File: config.mk
export PLATFORM = sky130hd
export DESIGN_NAME = bcd_countdown_ctrl_flat
export DESIGN_NICKNAME = d
export VERILOG_FILES = /design/src/rtl/bcd_countdown_ctrl_if.sv /design/src/rtl/bcd_countdown_ctrl.sv /design/src/flat_wrapper.sv
export SDC_FILE = /design/constraint.sdc
export NUM_CORES = 1
export LEC_CHECK = 0
export CAP_MARGIN = 20
export CORE_MARGIN = 2
export CORE_UTILIZATION = 45
export DETAILED_ROUTE_END_ITERATION = 8
export SLEW_MARGIN = 5
export SYNTH_ARGS = -nofsm -noshare
export SYNTH_HDL_FRONTEND = slang
export SYNTH_SLANG_ARGS = --single-unit
File: constraint.sdc
create_clock -name clk -period 3.1 [get_ports clk]
set_input_delay 0.465 -clock clk [delete_from_list [all_inputs] [get_ports clk]]
set_output_delay 0.465 -clock clk [all_outputs]
set_load 0.02 [all_outputs]
File: src/rtl/bcd_countdown_ctrl_if.sv
// Control/status bundle for the two-digit BCD countdown controller.
// master drives the controls (board/testbench); slave is the controller.
interface bcd_countdown_ctrl_if;
  logic       load;
  logic [7:0] load_val;
  logic       start;
  logic       pause;
  logic [3:0] q_tens;
  logic [3:0] q_ones;
  logic       done;
  logic       alarm;
  logic [6:0] seg;
  logic [1:0] an;

  modport master (
    output load, load_val, start, pause,
    input  q_tens, q_ones, done, alarm, seg, an
  );

  modport slave (
    input  load, load_val, start, pause,
    output q_tens, q_ones, done, alarm, seg, an
  );
endinterface

File: src/rtl/bcd_countdown_ctrl.sv
// Two-digit BCD countdown timer: IDLE/RUN/PAUSE/DONE control, prescaled tick, muxed 7-seg drive.
// Optional macro LEADING_ZERO_BLANK_EN blanks the tens digit when it is zero.
module bcd_countdown_ctrl #(
  parameter int unsigned TICK_DIV = 50_000_000,
  parameter int unsigned SCAN_DIV = 50_000
) (
  input logic                 clk,
  input logic                 mr,
  bcd_countdown_ctrl_if.slave bus
);

  localparam int unsigned PW = $clog2(TICK_DIV);
  localparam int unsigned SW = $clog2(SCAN_DIV);
  localparam logic [PW-1:0] PRESC_MAX = PW'(TICK_DIV - 1);
  localparam logic [SW-1:0] SCAN_MAX  = SW'(SCAN_DIV - 1);
  localparam logic [1:0]    AN_ONES   = 2'b10;
  localparam logic [1:0]    AN_TENS   = 2'b01;

  typedef enum logic [1:0] {S_IDLE, S_RUN, S_PAUSE, S_DONE} state_t;

  state_t        r_state, w_state_nxt;
  logic [3:0]    r_tens, r_ones, w_tens_nxt, w_ones_nxt;
  logic [PW-1:0] r_presc, w_presc_nxt;
  logic [SW-1:0] r_scan, w_scan_nxt;
  logic [1:0]    r_an, w_an_nxt;
  logic [6:0]    r_seg, w_seg_nxt, w_tens_seg;
  logic          r_done, w_done_nxt;
  logic          r_alarm, w_alarm_nxt;

  function automatic logic [3:0] clamp_bcd(input logic [3:0] d);
    return (d > 4'd9) ? 4'd9 : d;
  endfunction

  function automatic logic [6:0] seg_enc(input logic [3:0] d);
    case (d)
      4'd0:    return 7'b1000000;
      4'd1:    return 7'b1111001;
      4'd2:    return 7'b0100100;
      4'd3:    return 7'b0110000;
      4'd4:    return 7'b0011001;
      4'd5:    return 7'b0010010;
      4'd6:    return 7'b0000010;
      4'd7:    return 7'b1111000;
      4'd8:    return 7'b0000000;
      4'd9:    return 7'b0010000;
      default: return 7'b1111111;
    endcase
  endfunction

  // State and datapath registers
  always_ff @(posedge clk or negedge mr) begin
    if (!mr) begin
      r_state <= S_IDLE;
      r_tens  <= 4'd0;
      r_ones  <= 4'd0;
      r_presc <= '0;
      r_scan  <= '0;
      r_an    <= AN_ONES;
      r_seg   <= 7'b1000000;
      r_done  <= 1'b0;
      r_alarm <= 1'b0;
    end else begin
      r_state <= w_state_nxt;
      r_tens  <= w_tens_nxt;
      r_ones  <= w_ones_nxt;
      r_presc <= w_presc_nxt;
      r_scan  <= w_scan_nxt;
      r_an    <= w_an_nxt;
      r_seg   <= w_seg_nxt;
      r_done  <= w_done_nxt;
      r_alarm <= w_alarm_nxt;
    end
  end

  // Next state, digits and prescaler; load outranks start/pause except in RUN
  always_comb begin
    w_state_nxt = r_state;
    w_tens_nxt  = r_tens;
    w_ones_nxt  = r_ones;
    w_presc_nxt = r_presc;
    case (r_state)
      S_IDLE, S_PAUSE, S_DONE: begin
        if (bus.load) begin
          w_state_nxt = S_IDLE;
          w_tens_nxt  = clamp_bcd(bus.load_val[7:4]);
          w_ones_nxt  = clamp_bcd(bus.load_val[3:0]);
          w_presc_nxt = '0;
        end else if (r_state == S_IDLE) begin
          if (bus.start && ((r_tens != 4'd0) || (r_ones != 4'd0))) begin
            w_state_nxt = S_RUN;
            w_presc_nxt = '0;
          end
        end else if (r_state == S_PAUSE) begin
          if (bus.start && !bus.pause) w_state_nxt = S_RUN;
        end
      end
      S_RUN: begin
        if (bus.pause) begin
          w_state_nxt = S_PAUSE;
        end else if (r_presc != PRESC_MAX) begin
          w_presc_nxt = r_presc + PW'(1);
        end else begin
          w_presc_nxt = '0;
          // Tick: borrow from tens when ones is already zero
          if (r_ones != 4'd0) begin
            w_ones_nxt = r_ones - 4'd1;
            if ((r_tens == 4'd0) && (r_ones == 4'd1)) w_state_nxt = S_DONE;
          end else if (r_tens != 4'd0) begin
            w_ones_nxt = 4'd9;
            w_tens_nxt = r_tens - 4'd1;
          end else begin
            w_state_nxt = S_DONE;
          end
        end
      end
      default: w_state_nxt = S_IDLE;
    endcase
  end

  // Registered outputs: done/alarm and the digit scan (an/seg switch together on wrap)
  always_comb begin
    w_done_nxt  = (w_state_nxt == S_DONE);
    w_alarm_nxt = (w_state_nxt == S_DONE) && (r_state != S_DONE);
    w_scan_nxt  = r_scan + SW'(1);
    w_an_nxt    = r_an;
    w_seg_nxt   = r_seg;
    w_tens_seg  = seg_enc(r_tens);
`ifdef LEADING_ZERO_BLANK_EN
    if (r_tens == 4'd0) w_tens_seg = 7'b1111111;
`endif
    if (r_scan == SCAN_MAX) begin
      w_scan_nxt = '0;
      if (r_an == AN_ONES) begin
        w_an_nxt  = AN_TENS;
        w_seg_nxt = w_tens_seg;
      end else begin
        w_an_nxt  = AN_ONES;
        w_seg_nxt = seg_enc(r_ones);
      end
    end
  end

  assign bus.q_tens = r_tens;
  assign bus.q_ones = r_ones;
  assign bus.done   = r_done;
  assign bus.alarm  = r_alarm;
  assign bus.an     = r_an;
  assign bus.seg    = r_seg;

endmodule

File: src/flat_wrapper.sv
// flat-port wrapper written by rule: the top's interface ports become plain ports
module bcd_countdown_ctrl_flat 
#(
  parameter int unsigned TICK_DIV = 50_000_000,
  parameter int unsigned SCAN_DIV = 50_000
)
  (clk, mr, bus_load, bus_load_val, bus_start, bus_pause, bus_q_tens, bus_q_ones, bus_done, bus_alarm, bus_seg, bus_an);
  bcd_countdown_ctrl_if bus_i ();
  input logic clk;
  input logic mr;
  input wire logic [$bits(bus_i.load)-1:0] bus_load;
  input wire logic [$bits(bus_i.load_val)-1:0] bus_load_val;
  input wire logic [$bits(bus_i.start)-1:0] bus_start;
  input wire logic [$bits(bus_i.pause)-1:0] bus_pause;
  output wire logic [$bits(bus_i.q_tens)-1:0] bus_q_tens;
  output wire logic [$bits(bus_i.q_ones)-1:0] bus_q_ones;
  output wire logic [$bits(bus_i.done)-1:0] bus_done;
  output wire logic [$bits(bus_i.alarm)-1:0] bus_alarm;
  output wire logic [$bits(bus_i.seg)-1:0] bus_seg;
  output wire logic [$bits(bus_i.an)-1:0] bus_an;
  assign bus_i.load = bus_load;
  assign bus_i.load_val = bus_load_val;
  assign bus_i.start = bus_start;
  assign bus_i.pause = bus_pause;
  assign bus_q_tens = bus_i.q_tens;
  assign bus_q_ones = bus_i.q_ones;
  assign bus_done = bus_i.done;
  assign bus_alarm = bus_i.alarm;
  assign bus_seg = bus_i.seg;
  assign bus_an = bus_i.an;
  bcd_countdown_ctrl #(.TICK_DIV(TICK_DIV), .SCAN_DIV(SCAN_DIV)) u_core (.clk(clk), .mr(mr), .bus(bus_i));
endmodule
After elaboration in Yosys (flattened, before gate mapping) --
Memories as Yosys holds them, arrays and structs flattened. Cells that the tools add are included.
Storage, ports and cells: register bits 63, bits in read-only memories 224, output and inout bits 19, logic and storage cells 82, memories 2
Memories:
- (no name shown) | words 16, width 7, rd ports 1, clocked after Yosys merged registers in 0, wr ports 0, line bcd_countdown_ctrl.sv:35 | case (d)
- (no name shown) | words 16, width 7, rd ports 1, clocked after Yosys merged registers in 0, wr ports 0, line bcd_countdown_ctrl.sv:35
Operators by class: add/subtract/negate cells 4, $lt $le $gt $ge 2, equality and inequality tests 17, multiplexer cells 34, reductions and logical operators 14
Operators with widths (number):
- two-way mux 26 bit | 5
- one-hot mux 26 bit (2 select lines) | 1
- two-way mux 4 bit | 12
- adder 26 x 1 -> 26 bit (second input constant) | 1
- != test 26 bit (second input constant) | 1
- two-way mux 2 bit | 11
- adder 16 x 1 -> 16 bit (second input constant) | 1
- equality test 16 bit (second input constant) | 1
- two-way mux 16 bit | 1
- one-hot mux 4 bit (2 select lines) | 2
- != test 2 bit (second input constant) | 5
- equality test 2 bit (second input constant) | 4
- > comparator 4 bit (second input constant) | 2
- nonzero test 4 bit | 2
- subtractor 4 x 1 -> 4 bit (second input constant) | 2
- two-way mux 7 bit | 1
- != test 3 x 2 -> 1 bit (second input constant) | 2
- AND reduction 5 bit | 1
- equality test 4 x 1 -> 1 bit (second input constant) | 1
- logical AND 1 bit | 4
- logical NOT 4 bit | 1
- one-hot mux 2 bit (2 select lines) | 1
- AND reduction 4 bit | 1
- != test 3 x 1 -> 1 bit (second input constant) | 1
- other kinds (7) | 7

Logic depth before layout (Yosys ltp) --
Gate-level depths: netlist (run 1).
depth after elaboration 9, gate-level depth with buffers 9, mapped depth without buffers 7

Worst setup path after synthesis (run 1) --
No wires, ideal clock.
path type register to register, from register u_core.r_tens[0] (netlist: u_core.bus.q_tens[0]), to register u_core.r_alarm (netlist: u_core.bus.alarm), setup time 88 ps, data arrival time 2163 ps, data required time 3012 ps, setup slack 849 ps, stages on the path, launching flop included 9, period minus slack after synthesis 2251 ps, path through dfrtp_1 > inv_1 > ha_1 > or3b_1 > buf_2 > nor4_1 > nand4_1 > a221o_1 > nor3b_1
On the way: cells in the longest elaborated chain, start to end 9, elaborated cells between the ends (all ways) 16, those cells by class eq/ne (1); mux (9); reduce/logical (6)
RTL lines:
- start, declared | line bcd_countdown_ctrl.sv:22 | logic [3:0] r_tens, r_ones, w_tens_nxt, w_ones_nxt;
- start signal, assigned | line bcd_countdown_ctrl.sv:64 | r_tens <= w_tens_nxt;
- logical NOT 4 bit or nonzero test 4 bit (tied branches) | line bcd_countdown_ctrl.sv:107, bcd_countdown_ctrl.sv:89, bcd_countdown_ctrl.sv:108
- logical AND 1 bit or logical OR 1 bit (tied branches) | line bcd_countdown_ctrl.sv:107, bcd_countdown_ctrl.sv:89
- two-way mux 2 bit or logical AND 1 bit (tied branches) | line bcd_countdown_ctrl.sv:107, bcd_countdown_ctrl.sv:89
- two-way mux 2 bit, on equally long branches | line bcd_countdown_ctrl.sv:105, bcd_countdown_ctrl.sv:89
- two-way mux 2 bit, on equally long branches | line bcd_countdown_ctrl.sv:100, bcd_countdown_ctrl.sv:88
- two-way mux 2 bit, on equally long branches | line bcd_countdown_ctrl.sv:98, bcd_countdown_ctrl.sv:83
- one-hot mux 2 bit (2 select lines) (*) | line bcd_countdown_ctrl.sv:81 | case (r_state)
- equality test 2 bit (*) | line bcd_countdown_ctrl.sv:123 | w_alarm_nxt = (w_state_nxt == S_DONE) && (r_state != S_DONE);
- logical AND 1 bit (*) | line bcd_countdown_ctrl.sv:123
- net u_core.w_alarm_nxt | line bcd_countdown_ctrl.sv:28 | logic r_alarm, w_alarm_nxt;
- end signal, assigned | line bcd_countdown_ctrl.sv:71 | r_alarm <= w_alarm_nxt;
- end, declared | line bcd_countdown_ctrl.sv:28
The timed path passes the listed nets; every way through them passes the cells marked *. A chain may end at the register's enable or synchronous reset.

Worst setup path after layout (run 1) --
Ends and elaborated chain as after synthesis.

==> impl_metrics.csv, run 1 <==
group,metric,value,unit
run_status,status,"completed",
worst_setup_path,crit_slowest_cell,"or3b_1",
floorplan,start_util,0.464,
finish,layout-drive-gt1-share,0.0885,
detailed_routing,drt-wirelength-per-cell,15.2,µm
finish,multi_input_area,0.00207,mm²
finish,final-seq-area,0.00158,mm²
flow_run,maxCapViolCount,0,
worst_hold_path,hold_class,"in2async",
worst_setup_path,crit_chain,"inv_1, ha_1, or3b_1, nor4_1, nand4_1, a221o_1, nor3b_1",
finish,fill_cells,771,
logic_synthesis,synth_top_area_frac,0.400,
place,place_congestion,0.788,
sta,hold_viol,0,
worst_setup_path,cp_max_fo,8,
sta,fin_skew,12.7,ps
detailed_routing,drtIter0Drc,92,
cts,cts_setup_buffers,0,
logic_synthesis,synth_cells,419,
worst_setup_path,max_stage_delay,500,ps
floorplan,die_y,96.1,µm
cts,insertion_delay,340,ps
sta,rsz0062_at_grt,"no",
logic_synthesis,synth_top_cells_by_count,"dfrtp_1 (61), nor2_1 (35), a31oi_1 (32)",
cts,path_clk_slew,70,ps
global_route,antenna_found_initial,0,
cts,cts_made_buffers,9,
floorplan,placeableCoreArea,0.00822,mm²
floorplan,die_area,0.00923,mm²
global_route,grt_max_degree,64,
cts,cts_resized,0,
logic_synthesis,synth_edf_count,0,
logic_synthesis,syn_area_per_cell,9.10,µm²
power_and_ir_drop,peakVddDrop,0.000307,V
sta,timing.final.crit_share,0.819,
worst_setup_path,crit_type,"reg2reg",
cts,clock_sinks,63,
cts,holdBufCountCts,0,
place,port_buffers,31,
cts,clockRootBuffer,"clkbuf_8",
logic_synthesis,netlist_top_cells_area,"dfrtp_1 (40%), a31oi_1 (5.2%), ha_1 (3.9%)",
detailed_routing,ant_nets,0,
logic_synthesis,yosysTopAreaCell,"dfrtp_1",
sta,max_freq,394,MHz
floorplan,io_pins,32,
detailed_routing,vias,3231,
logic_synthesis,synthMostInstantiatedCell,"dfrtp_1",
detailed_routing,routed_wl,8.47,mm
place,dp_cells,541,
worst_setup_path,worst_setup_path_start_kind,"register",
floorplan,rows,33,
detailed_routing,drc,0,
detailed_routing,vias_per_cell,5.80,
sta,tns,0,ps
logic_synthesis,syn_area,0.00381,mm²
logic_synthesis,syn-num-nets,444,
cts,cts_buffer_depth,2,
logic_synthesis,synthArstFlopShare,1.00,
worst_setup_path,crit_path_end_kind,"register",
sta,slew_viol_final,0,
sta,tightest_slew,951,ps
logic_synthesis,synth-seq-cells,63,
finish,area_growth,15.2,%
finish,fin_nets,472,
logic_synthesis,synth.distinct_cells,64,
global_route,grt_pass1_wl,14.4,mm
power_and_ir_drop,leakage,1.83,nW
power_and_ir_drop,power_per_cell_area,676,mW/mm²
logic_synthesis,ys_seq_area_frac,0.414,
sta,setup_violations,0,
global_route,grt_pass1_vias,3104,
detailed_routing,dr.pass1.iters,4,
floorplan,die_x,96.1,µm
logic_synthesis,synthFlopType,"dfrtp_1",
cts,cts.htree.levels,3,
power_and_ir_drop,finalPower,0.00297,W
logic_synthesis,ys.warnings.count,0,
sta,post-route-min-period,2540,ps
finish,instances_no_fill,557,
worst_setup_path,crit_required,3350,ps
place,hpwl,5.98,mm
global_route,grt-ovfl-total,0,
sta,relSlewSlack,0.364,
worst_setup_path,arrival,2790,ps
global_route,grt.total_usage,0.199,
finish,antennaDiodeCount,0,
cts,cts_tree,"done",
## cells in the final DEF, fill, tap and decap left out, types with 7 or more instances in the layout
cell / Yosys / layout
clkbuf_8: 0 / 11
dfrtp_1: 61 / 61
inv_1: 19 / 19
buf_4: 1 / 7
nor2b_1: 7 / 7
a31oi_1: 32 / 31
nand2_1: 25 / 25
nor2_1: 35 / 35
a21oi_1: 16 / 16
ha_1: 12 / 12
o21ai_1: 8 / 8
and3_1: 9 / 9
nand4_1: 11 / 11
xnor2_1: 7 / 7
nand2b_1: 14 / 14
xor2_1: 7 / 7
and4_1: 9 / 9
clkdlybuf4s50_1: 0 / 30
nand3_1: 24 / 24
o21ai_0: 24 / 24
## registers in the layout, summed over array words and instances, names as in the netlist
signal / flops
u_core.r_state: 2
u_core.r_scan: 16
u_core.bus.an: 2
u_core.r_presc: 26
u_core.bus.alarm: 1
u_core.bus.done: 1
u_core.bus.q_ones: 4
u_core.bus.seg: 7
u_core.bus.q_tens: 4
## power breakdown
part	leakage (nW)	switching, W	internal [W]	total, W
Clock	0.0848	0.000329	0.000335	0.000664
Sequential	0.838	0.000183	0.000903	0.00109
Combinational	0.907	0.000713	0.000507	0.00122
## layer usage
layer	track usage	up-vias	wire length, µm
met2	0.329	46	4010
met1	0.259	1553	4070
met4	0.0786	0	189
li1	-	1615	-
met5	0	-	0
met3	0.0352	17	200
## stage by stage
stage	hold slack, ps	setup WS [ps]	area, µm²	utilization
after floorplan	169	849	3810	-
after global placement	471	585	4210	0.512
after detailed placement	478	540	4210	0.512
after CTS	329	532	4390	0.535
after global routing	393	365	4390	0.535
final	280	561	4390	0.535
## critical path, delay by kind of cell, from the launching register on
family | cells | cell delay [ps]
flops | 1 | 440
simple gates | 4 | 1240
buf+inv | 1 | 140
fa+ha+maj | 1 | 240
compound gates | 1 | 390
## cell type report
cell class,count,area share
clock buffers,12,0.0353
clock inverters,4,0.00712
inverters,19,0.0162
multi-input cells,316,0.471
flip-flops and latches,63,0.359
well taps,105,0.0299
repair buffers,38,0.0814
## cell families (layout without fill, tap and decap cells)
kind of cell / Yosys count / after routing / share of synthesized area
fa+ha+maj: 12 / 12 / 0.0394
xor+xnor: 14 / 14 / 0.0321
simple gates: 160 / 160 / 0.235
flops: 63 / 63 / 0.414
mux: 12 / 12 / 0.0354
compound gates: 118 / 118 / 0.199
buf+inv: 40 / 73 / 0.0456
## worst paths after layout
path / to / cells past startpoint / from / slack (ps)
worst max-delay path: u_core.bus.alarm / 7 / u_core.bus.q_tens[0] / 560
worst min-delay path: u_core.bus.q_ones[3] / 2 / mr / 280
worst max register to register: u_core.bus.alarm / 7 / u_core.bus.q_tens[0] / 560
worst min register to register: u_core.r_presc[23] / 1 / u_core.r_presc[23] / 490
max in group asynchronous: u_core.r_presc[5] / 2 / mr / 2270
min in group clk: u_core.r_presc[23] / 1 / u_core.r_presc[23] / 490
Note: power is estimated with default switching activity, not from simulation.
==> run 2: changes to the inputs <==
- PLACE_DENSITY: unset -> 0.67
- clock period: 3.1 -> 2.2 ns (I/O delays scaled with it)
==> impl_metrics.csv, run 2 (synthesized netlist as in run 1, its figures left out) <==
group,metric,value,unit
worst_hold_path,min_to,"u_core.r_scan[0]",
floorplan,die_area,0.00923,mm²
worst_setup_path,crit_required,2430,ps
sta,tightest_slew,622,ps
global_route,grt_max_degree,31,
global_route,grt-ovfl-total,0,
place,port_buffers,31,
finish,fill_cells,721,
cts,cts_buffer_depth,2,
detailed_routing,drt-wirelength-per-cell,15.2,µm
worst_setup_path,arrival,2360,ps
finish,layout-drive-gt1-share,0.167,
sta,hold_viol,0,
cts,clock_sinks,63,
sta,fin_skew,13.1,ps
cts,insertion_delay,350,ps
detailed_routing,routed_wl,8.87,mm
cts,cts_made_buffers,9,
sta,setup_violations,0,
detailed_routing,ant_nets,0,
floorplan,die_y,96.1,µm
detailed_routing,dr.pass1.iters,4,
place,hpwl,6.45,mm
worst_setup_path,worstReg2RegEnd,"u_core.bus.q_ones[1]",
finish,largest_reg_flops,26,
cts,path_clk_slew,80,ps
worst_setup_path,r2r_setup_slack,70,ps
detailed_routing,drc,0,
sta,max_freq,470,MHz
finish,fin_nets,500,
floorplan,rows,33,
sta,post-route-min-period,2130,ps
place,place_area,0.00445,mm²
detailed_routing,vias,3363,
power_and_ir_drop,power_per_cell_area,1020,mW/mm²
sta,relSlewSlack,0.581,
place,place_congestion,0.801,
finish,antennaDiodeCount,0,
cts,cts_tree,"done",
worst_setup_path,crit_type,"reg2reg",
worst_setup_path,rr_startpoint,"u_core.bus.q_tens[0]",
finish,final_cell_mix,"dfrtp_1 (57), nor2_1 (35), a31oi_1 (31), buf_4 (31), clkdlybuf4s50_1 (30)",
worst_hold_path,hold_class,"reg2reg",
floorplan,placeableCoreArea,0.00822,mm²
detailed_routing,drtIter0Drc,194,
floorplan,start_util,0.464,
finish,top_register,"u_core.r_presc",
finish,final_common_cell,"dfrtp_1",
run_status,status,"completed",
floorplan,io_pins,32,
sta,timing.final.crit_share,0.966,
worst_setup_path,crit_path_end_kind,"register",
global_route,grt.total_usage,0.210,
finish,area_growth,24.7,%
sta,slew_viol_final,0,
detailed_routing,vias_per_cell,5.75,
global_route,grt_pass1_vias,3277,
worst_hold_path,whs_path_depth,1,
finish,fin_area,0.00476,mm²
power_and_ir_drop,leakage,2.02,nW
power_and_ir_drop,peakVddDrop,0.000478,V
global_route,grt_pass1_wl,15.2,mm
floorplan,die_x,96.1,µm
cts,clockRootBuffer,"clkbuf_8",
worst_hold_path,min_from,"u_core.r_scan[0]",
cts,cts_setup_buffers,0,
worst_setup_path,rr_worst_depth,7,
worst_setup_path,cp_max_fo,6,
flow_run,maxCapViolCount,0,
cts,cts.htree.levels,3,
finish,fin_util,0.579,
worst_setup_path,worst_setup_path_start_kind,"register",
global_route,antenna_found_initial,0,
sta,rsz0062_at_grt,"yes",
-- run 2: cell count changes in the layout (fill, tap and decap cells not counted), sizes merged --
cell	change
bufinv	+3
dlygate4sd3	+1
clkbuf	-3
clkinvlp	-3
inv	+3
buf	+27
-- run 2: area by class of cell --
cell class / count / area (µm²) / share of cell area
Multi-Input combinational cell: 316 / 2120 / 0.446
Sequential cell: 63 / 1580 / 0.333
Inverter: 19 / 71.3 / 0.0150
Clock inverter: 7 / 128 / 0.0268
Timing Repair Buffer: 66 / 599 / 0.126
Clock buffer: 9 / 124 / 0.0260
Tap cell: 105 / 131 / 0.0276
-- run 2: per-stage QoR --
step	hold WS, ps	power (W)	instances	TNS [ps]	setup slack (ps)
after floorplan	34.4	0.00274	419	0	0.335
final	484	0.00486	585	0	73.8
after detailed placement	371	0.00352	568	-100	-100
after global routing	515	0.00519	585	-51.1	-16.3
after global placement	361	0.00348	568	-78.0	-78.0
after CTS	487	0.00486	585	0	2.42
-- run 2: metal layers --
metal | track usage | vias up | wire [µm]
li1 | - | 1669 | -
met1 | 0.270 | 1615 | 4070
met2 | 0.340 | 65 | 4340
met3 | 0.0517 | 14 | 326
met4 | 0.0774 | 0 | 127
met5 | 0 | - | 0
-- run 2: what timing repair did --
action,CTS,global route
pin swaps,0,1
setup endpoints to repair,2,30
hold buffers,1,0
endpoints found under the hold margin,16,0
gates resized for setup,3,8
cloned,0,0
-- run 2: how the worst max path moves through the flow --
stage,start,end,slack (ps),depth (start not counted)
4_1_cts,u_core.bus.q_tens[1],u_core.bus.alarm,2,7
6_report,u_core.bus.q_tens[0],u_core.bus.q_ones[1],70,7
3_5_place_dp,u_core.bus.q_tens[1],u_core.bus.alarm,-100,7
2_1_floorplan,u_core.bus.q_tens[0],u_core.bus.alarm,0.3,8
3_3_place_gp,u_core.bus.q_tens[0],u_core.bus.alarm,-80,7
5_1_grt,u_core.r_presc[1],u_core.r_presc[5],-20,7
-- run 2: power breakdown --
group / switching, W / internal, W
registers: 0.0000796 / 0.00128
logic: 0.00127 / 0.000940
clock network: 0.000523 / 0.000771
-- run 2: worst max-delay path, stage by stage (launching register included) --
cell and delay (ps):
dfrtp_2 410, inv_1 80, ha_2 170, or3b_4 410, buf_4 170, or2_1 250
a21oi_4 200, mux2_4 320
